<file path="src/rtl/bus_pkg.sv">
// Shared types and constants for the two-requester RAM arbiter.
package bus_pkg;

  // Number of RAM words when the instantiating design does not override it.
  localparam int unsigned DEPTH_DEFAULT = 100_000;

  // Arbiter ownership state: IDLE, or requester n holds a lock.
  typedef enum logic [1:0] {
    ST_IDLE = 2'd0,
    ST_OWN0 = 2'd1,
    ST_OWN1 = 2'd2
  } arb_state_e;

  // Index of a requester: 0 = CPU, 1 = debug panel.
  typedef logic req_idx_t;

  // One-hot select vector for a requester index.
  function automatic logic [1:0] idx_onehot(input req_idx_t idx);
    return idx ? 2'b10 : 2'b01;
  endfunction

endpackage

</file>
<file path="src/rtl/rr_pick.sv">
// Two-input round-robin picker: on a tie the requester not named by the
// pointer (the last winner) is chosen.
module rr_pick
  import bus_pkg::*;
(
  input  logic [1:0] req_i,
  input  req_idx_t   ptr_i,
  output logic [1:0] gnt_o
);

  // One-hot grant from the request pair and the last-winner pointer.
  always_comb begin
    gnt_o = 2'b00;
    case (req_i)
      2'b01:   gnt_o = 2'b01;
      2'b10:   gnt_o = 2'b10;
      2'b11:   gnt_o = idx_onehot(~ptr_i);
      default: gnt_o = 2'b00;
    endcase
  end

endmodule

</file>
<file path="src/rtl/ram_arbiter.sv">
// Arbitrates a single-port RAM between the CPU (m0) and the debug panel (m1).
// Grants are combinational, read data returns one cycle later and is routed
// back by a registered requester index.
module ram_arbiter
  import bus_pkg::*;
#(
  parameter int unsigned WIDTH = 32,
  parameter int unsigned DEPTH = DEPTH_DEFAULT
) (
  input  logic             clk,
  input  logic             rst,
  input  logic             m0_req,
  input  logic             m0_lock,
  input  logic             m0_enw,
  input  logic [WIDTH-1:0] m0_address,
  input  logic [WIDTH-1:0] m0_wdata,
  output logic             m0_gnt,
  output logic             m0_rvalid,
  output logic [WIDTH-1:0] m0_rdata,
  output logic             m0_err,
  input  logic             m1_req,
  input  logic             m1_lock,
  input  logic             m1_enw,
  input  logic [WIDTH-1:0] m1_address,
  input  logic [WIDTH-1:0] m1_wdata,
  output logic             m1_gnt,
  output logic             m1_rvalid,
  output logic [WIDTH-1:0] m1_rdata,
  output logic             m1_err,
  output logic             ram_enw,
  output logic [WIDTH-1:0] ram_address,
  output logic [WIDTH-1:0] ram_wdata,
  input  logic [WIDTH-1:0] ram_rdata
);

  localparam logic [WIDTH-1:0] DEPTH_W = WIDTH'(DEPTH);

  arb_state_e       state_q, state_d;
  req_idx_t         ptr_q, ptr_d;
  logic [1:0]       pick_s, gnt_s, rsp_oh_s;
  logic             any_gnt_s, sel_enw_s, sel_oor_s;
  req_idx_t         sel_s;
  logic [WIDTH-1:0] sel_addr_s, sel_wdata_s;
  logic             rsp_rd_q, rsp_rd_d, rsp_oor_q, rsp_oor_d;
  req_idx_t         rsp_idx_q, rsp_idx_d;

  rr_pick u_rr_pick (
    .req_i (({m1_req, m0_req})),
    .ptr_i (ptr_q),
    .gnt_o (pick_s)
  );

  // FSM state register.
  always_ff @(posedge clk or posedge rst) begin
    if (rst) begin
      state_q <= ST_IDLE;
    end else begin
      state_q <= state_d;
    end
  end

  // FSM next state: a grant decides by its lock bit; an owner that goes quiet
  // without lock releases the bus.
  always_comb begin
    state_d = state_q;
    if (gnt_s[0]) begin
      state_d = m0_lock ? ST_OWN0 : ST_IDLE;
    end else if (gnt_s[1]) begin
      state_d = m1_lock ? ST_OWN1 : ST_IDLE;
    end else begin
      case (state_q)
        ST_OWN0: state_d = m0_lock ? ST_OWN0 : ST_IDLE;
        ST_OWN1: state_d = m1_lock ? ST_OWN1 : ST_IDLE;
        ST_IDLE: state_d = ST_IDLE;
        default: state_d = ST_IDLE;
      endcase
    end
  end

  // FSM outputs: grant vector, masked to the owner while a lock is held.
  always_comb begin
    gnt_s = 2'b00;
    if (rst) begin
      gnt_s = 2'b00;
    end else begin
      case (state_q)
        ST_IDLE: gnt_s = pick_s;
        ST_OWN0: gnt_s = {1'b0, m0_req};
        ST_OWN1: gnt_s = {m1_req, 1'b0};
        default: gnt_s = 2'b00;
      endcase
    end
  end

  // Steer the granted requester onto the RAM; out-of-range writes never reach it.
  always_comb begin
    any_gnt_s   = |gnt_s;
    sel_s       = gnt_s[1];
    sel_addr_s  = sel_s ? m1_address : m0_address;
    sel_wdata_s = sel_s ? m1_wdata : m0_wdata;
    sel_enw_s   = sel_s ? m1_enw : m0_enw;
    sel_oor_s   = (sel_addr_s >= DEPTH_W);
    m0_gnt      = gnt_s[0];
    m1_gnt      = gnt_s[1];
    if (any_gnt_s) begin
      ram_enw     = sel_enw_s & ~sel_oor_s;
      ram_address = sel_addr_s;
      ram_wdata   = sel_wdata_s;
    end else begin
      ram_enw     = 1'b0;
      ram_address = {WIDTH{1'b0}};
      ram_wdata   = {WIDTH{1'b0}};
    end
  end

  // Next values for the round-robin pointer and the one-deep response pipe.
  always_comb begin
    if (gnt_s[0]) begin
      ptr_d = 1'b0;
    end else if (gnt_s[1]) begin
      ptr_d = 1'b1;
    end else begin
      ptr_d = ptr_q;
    end
    rsp_rd_d  = any_gnt_s & ~sel_enw_s;
    rsp_oor_d = any_gnt_s & sel_oor_s;
    rsp_idx_d = sel_s;
  end

  // Pointer and response pipeline registers; reset drops any in-flight read.
  always_ff @(posedge clk or posedge rst) begin
    if (rst) begin
      ptr_q     <= 1'b1;
      rsp_rd_q  <= 1'b0;
      rsp_oor_q <= 1'b0;
      rsp_idx_q <= 1'b0;
    end else begin
      ptr_q     <= ptr_d;
      rsp_rd_q  <= rsp_rd_d;
      rsp_oor_q <= rsp_oor_d;
      rsp_idx_q <= rsp_idx_d;
    end
  end

  // Route the response to the requester that issued it; rdata is zero unless valid.
  always_comb begin
    rsp_oh_s  = idx_onehot(rsp_idx_q);
    m0_rvalid = rsp_rd_q & rsp_oh_s[0];
    m1_rvalid = rsp_rd_q & rsp_oh_s[1];
    m0_err    = rsp_oor_q & rsp_oh_s[0];
    m1_err    = rsp_oor_q & rsp_oh_s[1];
    if (m0_rvalid && !rsp_oor_q) begin
      m0_rdata = ram_rdata;
    end else begin
      m0_rdata = {WIDTH{1'b0}};
    end
    if (m1_rvalid && !rsp_oor_q) begin
      m1_rdata = ram_rdata;
    end else begin
      m1_rdata = {WIDTH{1'b0}};
    end
  end

endmodule

</file>
<file path="config.mk">
export PLATFORM = sky130hd
export DESIGN_NAME = ram_arbiter
export DESIGN_NICKNAME = d
export VERILOG_FILES = /design/src/rtl/bus_pkg.sv /design/src/rtl/rr_pick.sv /design/src/rtl/ram_arbiter.sv
export SDC_FILE = /design/constraint.sdc
export NUM_CORES = 1
export LEC_CHECK = 0
export ABC_CLOCK_PERIOD_IN_PS = 4000
export BUFFER_PORTS_ARGS = -buffer_cell sky130_fd_sc_hd__buf_4
export CAP_MARGIN = 20
export CORE_AREA = 2 2 118 120
export DETAILED_ROUTE_END_ITERATION = 6
export DIE_AREA = 0 0 120 122
export GPL_TIMING_DRIVEN = 0
export PLACE_DENSITY_LB_ADDON = 0.1
export SLEW_MARGIN = 20
export SYNTH_ARGS = -nofsm -noshare
export SYNTH_HDL_FRONTEND = slang
export SYNTH_HIERARCHICAL = 1
export SYNTH_SLANG_ARGS = --single-unit
</file>
<file path="constraint.sdc">
create_clock -name clk -period 4 [get_ports clk]
set_input_delay 0.2 -clock clk [delete_from_list [all_inputs] [get_ports clk]]
set_output_delay 0.2 -clock clk [all_outputs]
set_load 0.02 [all_outputs]
</file>
After elaboration in Yosys (flattened, before gate mapping)
Index checks and enable logic that the tools add are counted.
- register bits after elaboration: 6
- latch bits: 0
- memory bits (writable): 0
- memory bits (read-only): 0
- input bits: 168
- output and inout port bits: 135
- memories: 0
- add/sub/neg operators: 0
- multiply operators: 0
- divide/modulo/power cells: 0
- $lt $le $gt $ge: 1
- equal/unequal tests: 5
- shifts and indexed selects: 0
- muxes and demuxes: 20
- bitwise gates (word level): 9
- reductions and logical operators: 6
- operators by type and width (operator ; count):
    $mux 32 ; 6
    $ge 32x17->1 const B ; 1
    $mux 2 ; 6
    $pmux 2 s3 ; 2
    $and 1x1->1 ; 7
    $eq 2x2->1 const B ; 3
    $mux 1 ; 5
    $eq 2x1->1 const B ; 2
    $pmux 2 s2 ; 1
    $logic_and 1x1->1 ; 2
    $logic_not 2->1 ; 1
    $not 1->1 ; 2
    $reduce_bool 2->1 ; 1
    $reduce_or 2->1 ; 1
    $logic_not 1->1 ; 1

Depth between registers and ports, before layout
Gate-level depths: netlist (run 1).
- word-level depth: 9
- depth in mapped cells: 8
- depth with buffers taken out: 7

Hierarchy
Netlist (run 1), hierarchy kept.
- by module, submodules not included (module ; times used ; cells an instance ; area each (µm²)):
    ram_arbiter ; 1 ; 211 ; 1635.3
    rr_pick ; 1 ; 3 ; 18.8

Worst setup path after synthesis (run 1)
OpenSTA, ideal clock, no wires.
- path type: flip-flop to output port
- start point: register state_q[0]
- end point: output port ram_address[15]
- arrival: 1.564 ns
- data required time: 3.800 ns
- slack: 2.236 ns
- cell stages (with the launch flop): 9
- buffers on the path: 2
- path through: dfrtp_1 > inv_1 > ha_1 > a22o_1 > nand2_4 > inv_4 > buf_6 > buf_6 > a22o_1
- word-level cells in the longest chain between the ends: 5
- ends and longest elaborated chain (item ; line ; text):
    from (decl) ; ram_arbiter.sv:38 ; arb_state_e state_q, state_d;
    from (signal assigned) ; ram_arbiter.sv:58 ; state_q <= state_d;
    $eq 2x2->1, or another cell as far along ; ram_arbiter.sv:86 ; case (state_q)
    $pmux 2 s3 (*) ; ram_arbiter.sv:86 ;
    $mux 2 (*) ; ram_arbiter.sv:83 ; if (rst) begin
    $mux 32 or $reduce_or 2->1 (tied branches) ; ram_arbiter.sv:99, ram_arbiter.sv:97 ;
    $mux 32 (*) ; ram_arbiter.sv:105 ; if (any_gnt_s) begin
    to (decl) ; ram_arbiter.sv:31 ; output logic [WIDTH-1:0] ram_address,
Every way passes the cells marked *; elsewhere a longest branch is shown, timed or not.

Worst setup path after layout (run 1)
- start point: register state_q[0]
- end point: output port ram_address[6]
Same word-level chain as after synthesis.

==> key figures, run 1 <==
Outcome
  – Status: completed

Setup path
  – Worst path arrival time: 2.10 ns
  – Cell Chain, Critical Path: inv_1, ha_1, a22o_1, nand2_4, inv_4, nor2_8, buf_6, a22o_1, buf_4
  – Crit end category: primary output
  – Slowest-stage cell, CP: dfrtp_1
  – CP Launch Type: register
  – Top delay family on crit path: buffers and inverters
  – CP bufs+invs: 4
  – Critical Path Most Common Cell: a22o_1
  – Worst Path Max Fanout: 10
  – Worst setup path class: register to primary output
  – Slowest cell delay on critical path: between 0.3 and 0.4 ns
  – CP required: 3.80 ns

Power
  – Pint: about 0.00058 W
  – Leak: 2.306 nW
  – Sw Pwr: between 0.0004 and 0.0005 W
  – Combinational Power Share: 74.9%
  – Switching Share: roughly 42%
  – Sequential power share: 8.5%
  – PwrDens: 236.4 nW/um2
  – Clock Power Share: 16.6%
  – Peak supply drop: 0.07815 mV

Finish
  – Diode count: 0
  – Area Overhead vs Synth: 156.1%
  – Non-Filler Instances: 701
  – Share of post-route cells with drive strength above 1: 62.19%
  – Cell area after layout: 4235 um2
  – Multi-input gate area: 1336 um2
  – # fillers: 1480
  – Finished Core Util: 31.36%
  – # nets final: between 600 and 700
  – FF/Latch Area: 151.4 um2

Clock tree
  – Insertion delay to the later sink of the worst-skew pair: 0.23 ns
  – CTS tree: yes
  – Root Buffer: clkbuf_16
  – # resized after CTS: 0
  – Clk slew on worst S/H paths: 0.03 ns
  – Htree depth: 1
  – Clock Tree Buf Depth: 2
  – CTS Buf Count: 3
  – Post-CTS Setup Inserts: 0
  – Clock sinks: 6

Drt
  – DRC viols: 0
  – Post-route ant nets: 0
  – Vias: 2906
  – Initial drt markers: 60
  – Total Wirelength: 11.43 mm
  – Vias per std cell: 4.146
  – Drt first pass iters: 4
  – Wirelength per Cell: 16.31 um

Global route
  – Routing usage on met3: 5.524%
  – Global routing met2 resource utilization: a little under a third
  – GRT Total Usage: between 10% and 20%
  – Pin count of the biggest net entering global routing: 12
  – Initial antenna violation count: 0
  – Number of global-route vias before repair: 2942
  – Busiest grt layer: met2
  – Global-route congestion overflow total: 0
  – Grt met1 use: 13.04%
  – First-pass GRT wire length: 16.44 mm

Synth
  – Ys flop type: dfrtp_1
  – Post-synthesis sequential area ratio: 9.153%
  – Multiplexer share of the synthesized area: 0%
  – Synth Instances: approximately 210
  – Mapped Area: 1654 um2
  – Share of the synthesized area in the top cell type: 34.95%
  – Largest family of logic cells by synthesized area: compound AO/OA/AOI/OAI gates
  – Yosys cell types: 34
  – EDFF count, synth: 0
  – Synth top area cells: a22o_1 35%, and2_1 25%, dfrtp_1 7.6%, buf_6 5.4%, ha_1 3.0%
  – Yosys Warn Count: 6
  – Adder-cell share of the synthesized area: under 10%
  – Xor/xnor share of the synthesized area: 0%
  – Post-Syn Area per Cell: just under 8 um2
  – Mapped Nets: 386
  – Synth Area in Compound Gates: about two fifths
  – Post-synthesis register bit count: 6
  – Ys async rst share: 100.0%
  – Yosys top cell by area: a22o_1
  – Post-Synth Simple-Gate Area: a little under two fifths
  – Top cells by count, synth: 66 x a22o_1, 66 x and2_1, 8 x buf_6, 8 x nor4_1

STA
  – Fmax: between 0.4 and 0.5 GHz
  – Finish-stage setup viols: 0
  – Worst Skew: 0.0001400 ns
  – Slew Viols, Final: 0
  – Worst-margin pin slew: 0.6898 ns
  – Final setup TNS: 0 ns
  – Final hold vios: 0
  – Slew HR: 53.91%
  – Min cycle time layout: 2.296 ns
  – Unrepaired setup endpoints after global routing: false
  – Ratio of final minimum period to clock period: a little under three fifths

Placed design
  – Routability cong.: 0.7753
  – Dpl cells: about 700
  – Dpl cell area: 4146 um2
  – Count of input and output buffers: 302
  – Dpl hpwl: 10.40 mm

Floorplanning
  – Chip width: 120 um
  – FP Rows: 43
  – Die ar.: 14640 um2
  – Die H: 122 um
  – IO Pins: between 300 and 400
  – Initial Utilization: 12.25%
  – CORE AREA: 13500 um2

Min path
  – HP Class: input port to register

Job
  – # Max-Cap Violations: 0
-- power groups by stage --
stage	registers [W]	logic, W	clock network (W)
2_1_floorplan	0.0000820	0.000376	0
4_1_cts	0.0000852	0.000765	0.000169
3_3_place_gp	0.0000851	0.000758	0
6_report	0.0000849	0.000750	0.000166
3_5_place_dp	0.0000857	0.000764	0
5_1_grt	0.0000870	0.000804	0.000171
-- logic make-up (layout without fill, tap and decap cells) --
logic type | count (synthesis) | in the layout
fa+ha+maj | 4 | 4
buf+inv | 26 | 333
compound gates | 79 | 79
simple gates | 99 | 99
flops | 6 | 6
-- metrics by stage --
stage | power, W | setup slack, ns | hold slack, ns
after floorplan | 0.0004584 | 2.236 | -0.009767
after global placement | 0.0008431 | 1.936 | 0.1416
after detailed placement | 0.0008498 | 1.926 | 0.1604
after CTS | 0.001020 | 1.663 | 0.1661
after global routing | 0.001062 | 1.563 | 0.1801
final | 0.001001 | 1.704 | 0.1702
-- path summary, 6_finish.rpt --
path / start / to / slack [ns] / depth (start not counted)
max: state_q[0] / ram_address[6] / 1.70 / 9
min: m0_enw / rsp_rd_q / 0.17 / 2
max reg2reg: state_q[0] / rsp_oor_q / 2.30 / 8
min reg2reg: ptr_q / ptr_q / 0.52 / 2
max in group asynchronous: rst / ptr_q / 3.27 / 3
min in group asynchronous: rst / state_q[1] / 0.48 / 3
-- what timing repair did --
item | CTS | global route
setup endpoints to repair | 0 | 0
endpoints found under the hold margin | 5 | 0
hold buffers | 1 | 0
-- per-layer routing --
metal / vias up / part of all wire, %
met5: - / 0
met4: 0 / 0.27
met3: 2 / 12
met2: 180 / 57
met1: 1303 / 31
li1: 1421 / -
-- cells in the final DEF (no fill, tap or decap) --
| cell type | Yosys | routed |
|---|---|---|
| and2_1 | 66 | 66 |
| o22ai_1 | 1 | 1 |
| a22o_1 | 66 | 66 |
| nor2_8 | 1 | 1 |
| buf_6 | 8 | 8 |
| clkbuf_16 | 0 | 3 |
| o211ai_1 | 3 | 3 |
| inv_1 | 6 | 6 |
| a21boi_0 | 1 | 1 |
| o32ai_1 | 1 | 1 |
| nand3_1 | 2 | 2 |
| buf_4 | 0 | 302 |
| inv_4 | 1 | 1 |
| nor3b_1 | 1 | 1 |
| o21ai_0 | 1 | 1 |
| dfrtp_1 | 5 | 5 |
| nand4_1 | 4 | 4 |
| a31oi_1 | 1 | 1 |
| a22oi_1 | 1 | 1 |
| dlygate4sd3_1 | 0 | 1 |
| and3b_1 | 1 | 1 |
| dfstp_2 | 1 | 1 |
| a21boi_1 | 2 | 2 |
| clkbuf_1 | 6 | 7 |
| and3_1 | 1 | 1 |
| nor2b_1 | 2 | 2 |
| nor2_2 | 1 | 1 |
| nor2_1 | 3 | 3 |
| a21oi_1 | 1 | 1 |
| nor4_1 | 8 | 8 |
| buf_2 | 5 | 5 |
| nand2_2 | 1 | 1 |
| o21ai_1 | 1 | 1 |
| nand2_4 | 1 | 1 |
| ha_1 | 4 | 4 |
| nor3_1 | 4 | 4 |
| nand2_1 | 3 | 3 |
-- registers in the layout, summed over array words and instances (netlist names) --
signal     flops
rsp_oor_q      1
rsp_rd_q       1
rsp_idx_q      1
ptr_q          1
state_q        2
-- layout make-up --
class	count	area share, %
clock buffers	4	1.861
well taps	180	5.318
repair buffers	303	53.77
plain buffers	19	3.250
flip-flops and latches	6	3.575
inverters	7	0.6795
multi-input cells	182	31.55
Power figures use the tool's default switching activity.
==> run 2: changes to the inputs <==
ABC_AREA = 1   (was default)
ABC_CLOCK_PERIOD_IN_PS = 2000   (was 4000)
clock period = 2 ns   (was 4 ns; I/O delays follow)
==> key figures, run 2 <==
STA
  – Worst Skew: 0.001730 ns (+0.001590 ns)
  – Slew Viols, Final: 0 (unchanged)
  – PnR worst setup slack: -0.2852 ns (-1.989 ns)
  – Unrepaired setup endpoints after global routing: true
  – Min cycle time layout: 2.285 ns
  – Fmax: approximately 0.44 GHz
  – Final hold vios: 0 (unchanged)
  – Finish-stage setup viols: 65 (+65)
  – Worst-margin pin slew: 0.4320 ns (-0.2578 ns)
  – Slew HR: 71.20% (+17 points)
  – Ratio of final minimum period to clock period: 114.3%

Setup path
  – Cell Chain, Critical Path: ha_2, nor2_4, nand2_8, buf_8, o21ai_2, nand2_1, nor2_2, nand2_1, nor2_2, nand2_1, nor2_2, buf_6
  – Top delay family on crit path: simple AND/OR/NAND/NOR gates
  – Worst Path Max Fanout: 8 (-2)
  – Worst setup path class: register to primary output
  – Worst path arrival time: 2.19 ns (+0.09 ns)
  – R2R Path Start: state_q[1]
  – R2R setup slack: 0.10 ns (-2.20 ns)
  – Slowest cell delay on critical path: 0.43 ns (+0.05 ns)
  – Slowest-stage cell, CP: dfrtp_2
  – CP bufs+invs: 2 (-2)
  – Crit end category: primary output
  – R2r worst-path depth: 13 (+5)
  – Crit Reg-Reg Endpoint: rsp_oor_q
  – CP Launch Type: register
  – CP required: 1.90 ns (-1.90 ns)

Min path
  – Hold depth: 3 (+1)
  – HP Class: input port to register
  – Hold endpoint: state_q[1]
  – Hold path start: m1_lock

Finish
  – Non-Filler Instances: 942 (+34%)
  – FF/Latch Area: 152.6 um2 (+0.83%)
  – Share of post-route cells with drive strength above 1: 58.01% (-4.2 points)
  – # nets final: 935 (+35%)
  – Max FFs per register: 2 (unchanged)
  – Most frequent cells in the layout: 280 x buf_4, 130 x nand2_1, 88 x nor2_1
  – Area Overhead vs Synth: 191.8%
  – Reg with most FFs: state_q
  – # fillers: 1429 (-3.4%)
  – Diode count: 0 (unchanged)
  – Multi-input gate area: 1727 um2 (+29%)
  – Most common cell after layout, fill and taps aside: buf_4
  – Cell area after layout: 5699 um2 (+35%)

Drt
  – Initial drt markers: 60 (unchanged)
  – DRC viols: 0 (unchanged)
  – Vias per std cell: 4.055 (-2.2%)
  – Drt first pass iters: 4 (unchanged)
  – Total Wirelength: 12.62 mm (+10%)
  – Vias: 3820 (+31%)
  – Wirelength per Cell: 13.39 um (-18%)
  – Post-route ant nets: 0 (unchanged)

Power
  – Clock Power Share: 11.4% (-5.2 points)
  – Combinational Power Share: 82.9% (+8.0 points)
  – PwrDens: 521.6 nW/um2 (+120%)
  – Sw Pwr: 0.001296 W (+210%)
  – Sequential power share: 5.7% (-2.8 points)
  – Leak: 3.200 nW (+39%)
  – Pint: 0.001677 W (+190%)
  – Peak supply drop: 0.2231 mV (+190%)
  – Switching Share: 43.58% (+1.3 points)

Clock tree
  – Insertion delay to the later sink of the worst-skew pair: 0.23 ns (about the same)
  – CTS Buf Count: 3 (unchanged)
  – CTS tree: yes
  – Htree depth: 1 (unchanged)
  – Clk slew on worst S/H paths: 0.03 ns (about the same)
  – Clock Tree Buf Depth: 2 (unchanged)
  – Clock sinks: 6 (unchanged)
  – Root Buffer: clkbuf_16

Job
  – # Max-Cap Violations: 0 (unchanged)

Synth
  – Synth top area cells: nand2_1 26%, nor2_1 20%, inv_1 13%, a21oi_1 11%, dfrtp_1 6.4%
  – Post-Syn Area per Cell: 4.673 um2 (-40%)
  – Ys flop type: dfrtp_1
  – Yosys cell types: 25 (-26%)
  – Post-synthesis register bit count: 6 (unchanged)
  – Top cells by count, synth: 134 x nand2_1, 102 x nor2_1, 67 x inv_1, 41 x a21oi_1, 13 x clkbuf_1
  – Ys async rst share: 100.0% (unchanged)
  – Yosys top cell by area: nand2_1
  – Yosys Warn Count: 6 (unchanged)
  – Mapped Nets: 590 (+53%)
  – Mapped Area: 1953 um2 (+18%)
  – Post-synthesis sequential area ratio: 7.751% (-1.4 points)
  – Share of the synthesized area in the top cell type: 25.75% (-9.2 points)
  – EDFF count, synth: 0 (unchanged)
  – Synth Instances: 418 (+95%)
  – Top-count cell post-synth: nand2_1

Global route
  – GRT Total Usage: 15.75% (+1.4 points)
  – First-pass GRT wire length: 18.37 mm (+12%)
  – Number of global-route vias before repair: 3716 (+26%)
  – Global-route congestion overflow total: 0 (unchanged)
  – Initial antenna violation count: 0 (unchanged)
  – Pin count of the biggest net entering global routing: 12 (unchanged)

Outcome
  – Failing checks: negative setup slack
  – Status: complete, but fails checks

Floorplanning
  – Die H: 122 um (unchanged)
  – IO Pins: 303 (unchanged)
  – Chip width: 120 um (unchanged)
  – Die ar.: 14640 um2 (unchanged)
  – CORE AREA: 13500 um2 (unchanged)
  – FP Rows: 43 (unchanged)
  – Initial Utilization: 14.46% (+2.2 points)

Placed design
  – Routability cong.: 0.7508 (-3.2%)
  – Dpl cell area: 4446 um2 (+7.2%)
  – Count of input and output buffers: 302 (unchanged)
  – Dpl cells: 900 (+29%)
  – Dpl hpwl: 10.08 mm (-3.1%)
run 2: area by class of cell:
| type | instances | share of cell area, % |
|---|---|---|
| buffer | 26 | 5.357 |
| tap | 180 | 3.952 |
| multi-input combinational | 318 | 30.30 |
| timing repair buffer | 340 | 51.72 |
| inverter | 68 | 4.610 |
| sequential | 6 | 2.678 |
| clock buffer | 4 | 1.383 |
run 2: power groups by stage:
stage,Clock [W],Sequential [W],Combinational [W]
CTS,0.000343,0.000168,0.00227
floorplan,0,0.000161,0.000882
global route,0.000347,0.000172,0.00265
finish,0.000340,0.000169,0.00246
global placement,0,0.000166,0.00169
detailed placement,0,0.000167,0.00169
run 2: routing by layer:
| layer | vias to the layer above | track usage (%) | routed length, um |
|---|---|---|---|
| met4 | 0 | 4.338 | 233 |
| met5 | - | 0 | 0 |
| met3 | 13 | 3.324 | 1028 |
| li1 | 1936 | - | - |
| met1 | 1685 | 15.96 | 4378 |
| met2 | 186 | 32.03 | 6977 |
run 2: worst max path at each step:
stage                     from        endpoint  slack [ns]  cells past startpoint
floorplan           state_q[0]  ram_address[0]        0.07                      7
global placement    state_q[0]    ram_wdata[2]       -0.26                      8
detailed placement  state_q[0]    ram_wdata[2]       -0.32                     10
CTS                 state_q[1]         ram_enw       -0.30                     12
global route        state_q[1]         ram_enw       -0.42                     12
finish              state_q[1]         ram_enw       -0.29                     12
run 2: kinds of logic (layout without fill, tap and decap cells):
logic type / count (synthesis) / count (layout) / share of synthesized area [%]
fa+ha+maj: 4 / 4 / 2.563
buf+inv: 94 / 438 / 20.56
flops: 6 / 6 / 7.752
simple gates: 245 / 245 / 48.69
mux: 2 / 2 / 1.025
compound gates: 67 / 67 / 19.41
run 2: what timing repair did:
item | in CTS | in global routing
hold buffers | 2 | 0
gates resized for setup | 136 | 50
setup endpoints to repair | 66 | 66
setup buffers | 18 | 10
cloned | 6 | 2
pin swaps | 5 | 10
hold endpoints to repair | 5 | 0
run 2: metrics by stage:
| step | worst slack (ns) | util (%) | TNS (ns) | power, W | hold WS, ns |
|---|---|---|---|---|---|
| after floorplan | 0.07152 | - | 0 | 0.001043 | -0.1098 |
| after global placement | -0.2586 | 32.92 | -4.782 | 0.001853 | 0.05109 |
| after detailed placement | -0.3196 | 32.92 | -7.728 | 0.001862 | 0.05431 |
| after CTS | -0.3019 | 39.63 | -11.17 | 0.002786 | 0.09494 |
| after global routing | -0.4246 | 42.20 | -16.47 | 0.003165 | 0.1062 |
| final | -0.2852 | 42.20 | -11.37 | 0.002973 | 0.09337 |
run 2: worst min-delay path, stage by stage:
cell and delay, ns:
buf_4 0.11, nand2_1 0.05, nor2_1 0.03
==> run 3: changes to the inputs <==
CELL_PAD_IN_SITES_DETAIL_PLACEMENT = 0   (was default)
CELL_PAD_IN_SITES_GLOBAL_PLACEMENT = 1   (was default)
CORE_AREA = default   (was 2 2 118 120)
CORE_UTILIZATION = 14   (was default)
DIE_AREA = default   (was 0 0 120 122)
==> key figures, run 3 (synthesized netlist as in run 2, its figures left out) <==
Power
  – PwrDens: 511.9 nW/um2 (-1.9%)
  – Peak supply drop: 0.2287 mV (+2.5%)
  – Overall Power: 0.002979 W (+0.22%)
  – Leak: 3.205 nW (+0.15%)

Global route
  – Global-route congestion overflow total: 0 (unchanged)
  – GRT Total Usage: 16.28% (+0.53 points)
  – Pin count of the biggest net entering global routing: 11 (-1)
  – Initial antenna violation count: 0 (unchanged)
  – First-pass GRT wire length: 18.69 mm (+1.7%)
  – Number of global-route vias before repair: 3865 (+4.0%)

Drt
  – DRC viols: 0 (unchanged)
  – Vias per std cell: 4.047 (-0.20%)
  – Wirelength per Cell: 13.41 um (+0.12%)
  – Post-route ant nets: 0 (unchanged)
  – Initial drt markers: 89 (+48%)
  – Total Wirelength: 12.57 mm (-0.41%)
  – Vias: 3792 (-0.73%)
  – Drt first pass iters: 4 (unchanged)

Setup path
  – Critical Path Most Common Cell: nand2_1
  – Worst setup path class: register to primary output
  – CP Launch Type: register
  – Worst Path Max Fanout: 6 (-2)
  – Cell Chain, Critical Path: inv_2, ha_4, nand2_4, nand2_4, nand2_8, bufbuf_16, o21ai_2, nand2_1, nor2_1, nand2_1, nand2_1, nand2_1, nor2_2, buf_6
  – Worst path arrival time: 2.19 ns (about the same)
  – Slowest cell delay on critical path: 0.42 ns (about the same)
  – Crit end category: primary output
  – CP required: 1.90 ns (about the same)
  – CP bufs+invs: 3 (+1)
  – Top delay family on crit path: simple AND/OR/NAND/NOR gates
  – Slowest-stage cell, CP: dfrtp_1

STA
  – Slew Viols, Final: 0 (unchanged)
  – Final hold vios: 0 (unchanged)
  – Fmax: 0.4367 GHz (-0.19%)
  – Worst Skew: 0.003499 ns (+0.001769 ns)
  – Unrepaired setup endpoints after global routing: true
  – Hold slack: 0.1048 ns (+0.01143 ns)
  – Finish-stage setup viols: 66 (+1.5%)
  – Ratio of final minimum period to clock period: 114.5% (+0.22 points)
  – Min cycle time layout: 2.290 ns (+0.004462 ns)
  – PnR worst setup slack: -0.2897 ns (-0.004462 ns)
  – Final setup TNS: -12.98 ns (-1.609 ns)
  – Worst-margin pin slew: 0.4536 ns (+0.02156 ns)
  – Slew HR: 69.76% (-1.4 points)

Floorplanning
  – Chip width: 120.1 um (about the same)
  – Die ar.: 14430 um2 (-1.5%)
  – CORE AREA: 13400 um2 (-0.77%)
  – FP Rows: 42 (-2.3%)
  – Initial Utilization: 14.58% (+0.11 points)
  – Die H: 120.1 um (-1.5%)
  – IO Pins: 303 (unchanged)

Clock tree
  – Insertion delay to the later sink of the worst-skew pair: 0.23 ns (about the same)
  – Root Buffer: clkbuf_16
  – CTS Buf Count: 3 (unchanged)
  – Clock sinks: 6 (unchanged)
  – Htree depth: 1 (unchanged)
  – CTS tree: yes
  – Clock Tree Buf Depth: 2 (unchanged)
  – Clk slew on worst S/H paths: 0.03 ns (about the same)

Placed design
  – Dpl hpwl: 9.572 mm (-5.0%)
  – Routability cong.: 0.7495 (-0.17%)
  – Count of input and output buffers: 302 (unchanged)

Finish
  – # fillers: 1458 (+2.0%)
  – Area Overhead vs Synth: 198.0%
  – Diode count: 0 (unchanged)
  – Max FFs per register: 2 (unchanged)
  – FF/Latch Area: 151.4 um2 (-0.82%)
  – Multi-input gate area: 1876 um2 (+8.6%)
  – Most frequent cells in the layout: 267 x buf_4, 116 x nand2_1, 78 x nor2_1
  – Finished Core Util: 43.43% (+1.2 points)
  – # nets final: 934 (-0.11%)
  – Share of post-route cells with drive strength above 1: 62.29% (+4.3 points)
  – Reg with most FFs: state_q
  – Most common cell after layout, fill and taps aside: buf_4

Outcome
  – Status: complete, but fails checks
  – Failing checks: negative setup slack

Job
  – # Max-Cap Violations: 0 (unchanged)

Min path
  – HP Class: input port to register
[run 3: cell types whose count changed in the layout (fill, tap and decap cells not counted), sizes merged]
cell and delta:
buf -1, bufbuf +1, dlygate4sd3 -1
[run 3: per-layer routing]
metal	GRT usage [%]	vias up	wire length, um
li1	-	1930	-
met4	2.344	0	92
met1	17.30	1695	4604
met2	33.48	163	6972
met5	0	-	0
met3	2.424	4	896
[run 3: area by class of cell]
cell class	instances	share of cell area, %
buffer	23	4.558
clock buffer	4	1.355
inverter	68	4.601
multi-input combinational	318	32.23
sequential	6	2.602
tap	176	3.784
timing repair buffer	342	50.87
[run 3: repair_timing]
action                                  CTS  global route
setup buffers                            25            14
hold buffers                              1             0
cloned                                    9             1
pin swaps                                 8             3
gates resized for setup                 209            58
endpoints found under the hold margin     5             0
endpoints found under the setup margin   66            69
[run 3: through the flow]
stage                     setup slack (ns)  cells  area [um2]
after floorplan                    0.07152    418        1953
after global placement             -0.2436    896        4441
after detailed placement           -0.2665    896        4441
after CTS                          -0.2489    935        5727
after global routing               -0.4047    937        5819
final                              -0.2897    937        5819
[run 3: worst paths after layout]
check	start	endpoint	slack, ns	cells past startpoint
worst max register to register	state_q[1]	rsp_oor_q	-0.04	14
max in group asynchronous	rst	ptr_q	1.35	3
worst min-delay path	m1_lock	state_q[1]	0.10	3
min in group asynchronous	rst	rsp_oor_q	0.40	3
worst max-delay path	state_q[1]	ram_enw	-0.29	14
worst min register to register	ptr_q	ptr_q	0.57	2
[run 3: where the power goes]
group	internal, W	leakage (nW)	switching [W]
sequential	0.000149	0.0769	0.0000188
clock	0.000264	0.0382	0.0000638
combinational	0.00124	3.09	0.00124
[run 3: tightest hold or removal path, stage by stage]
cell,delay [ns]
buf_4,0.11
nand2_1,0.05
nor2_1,0.03
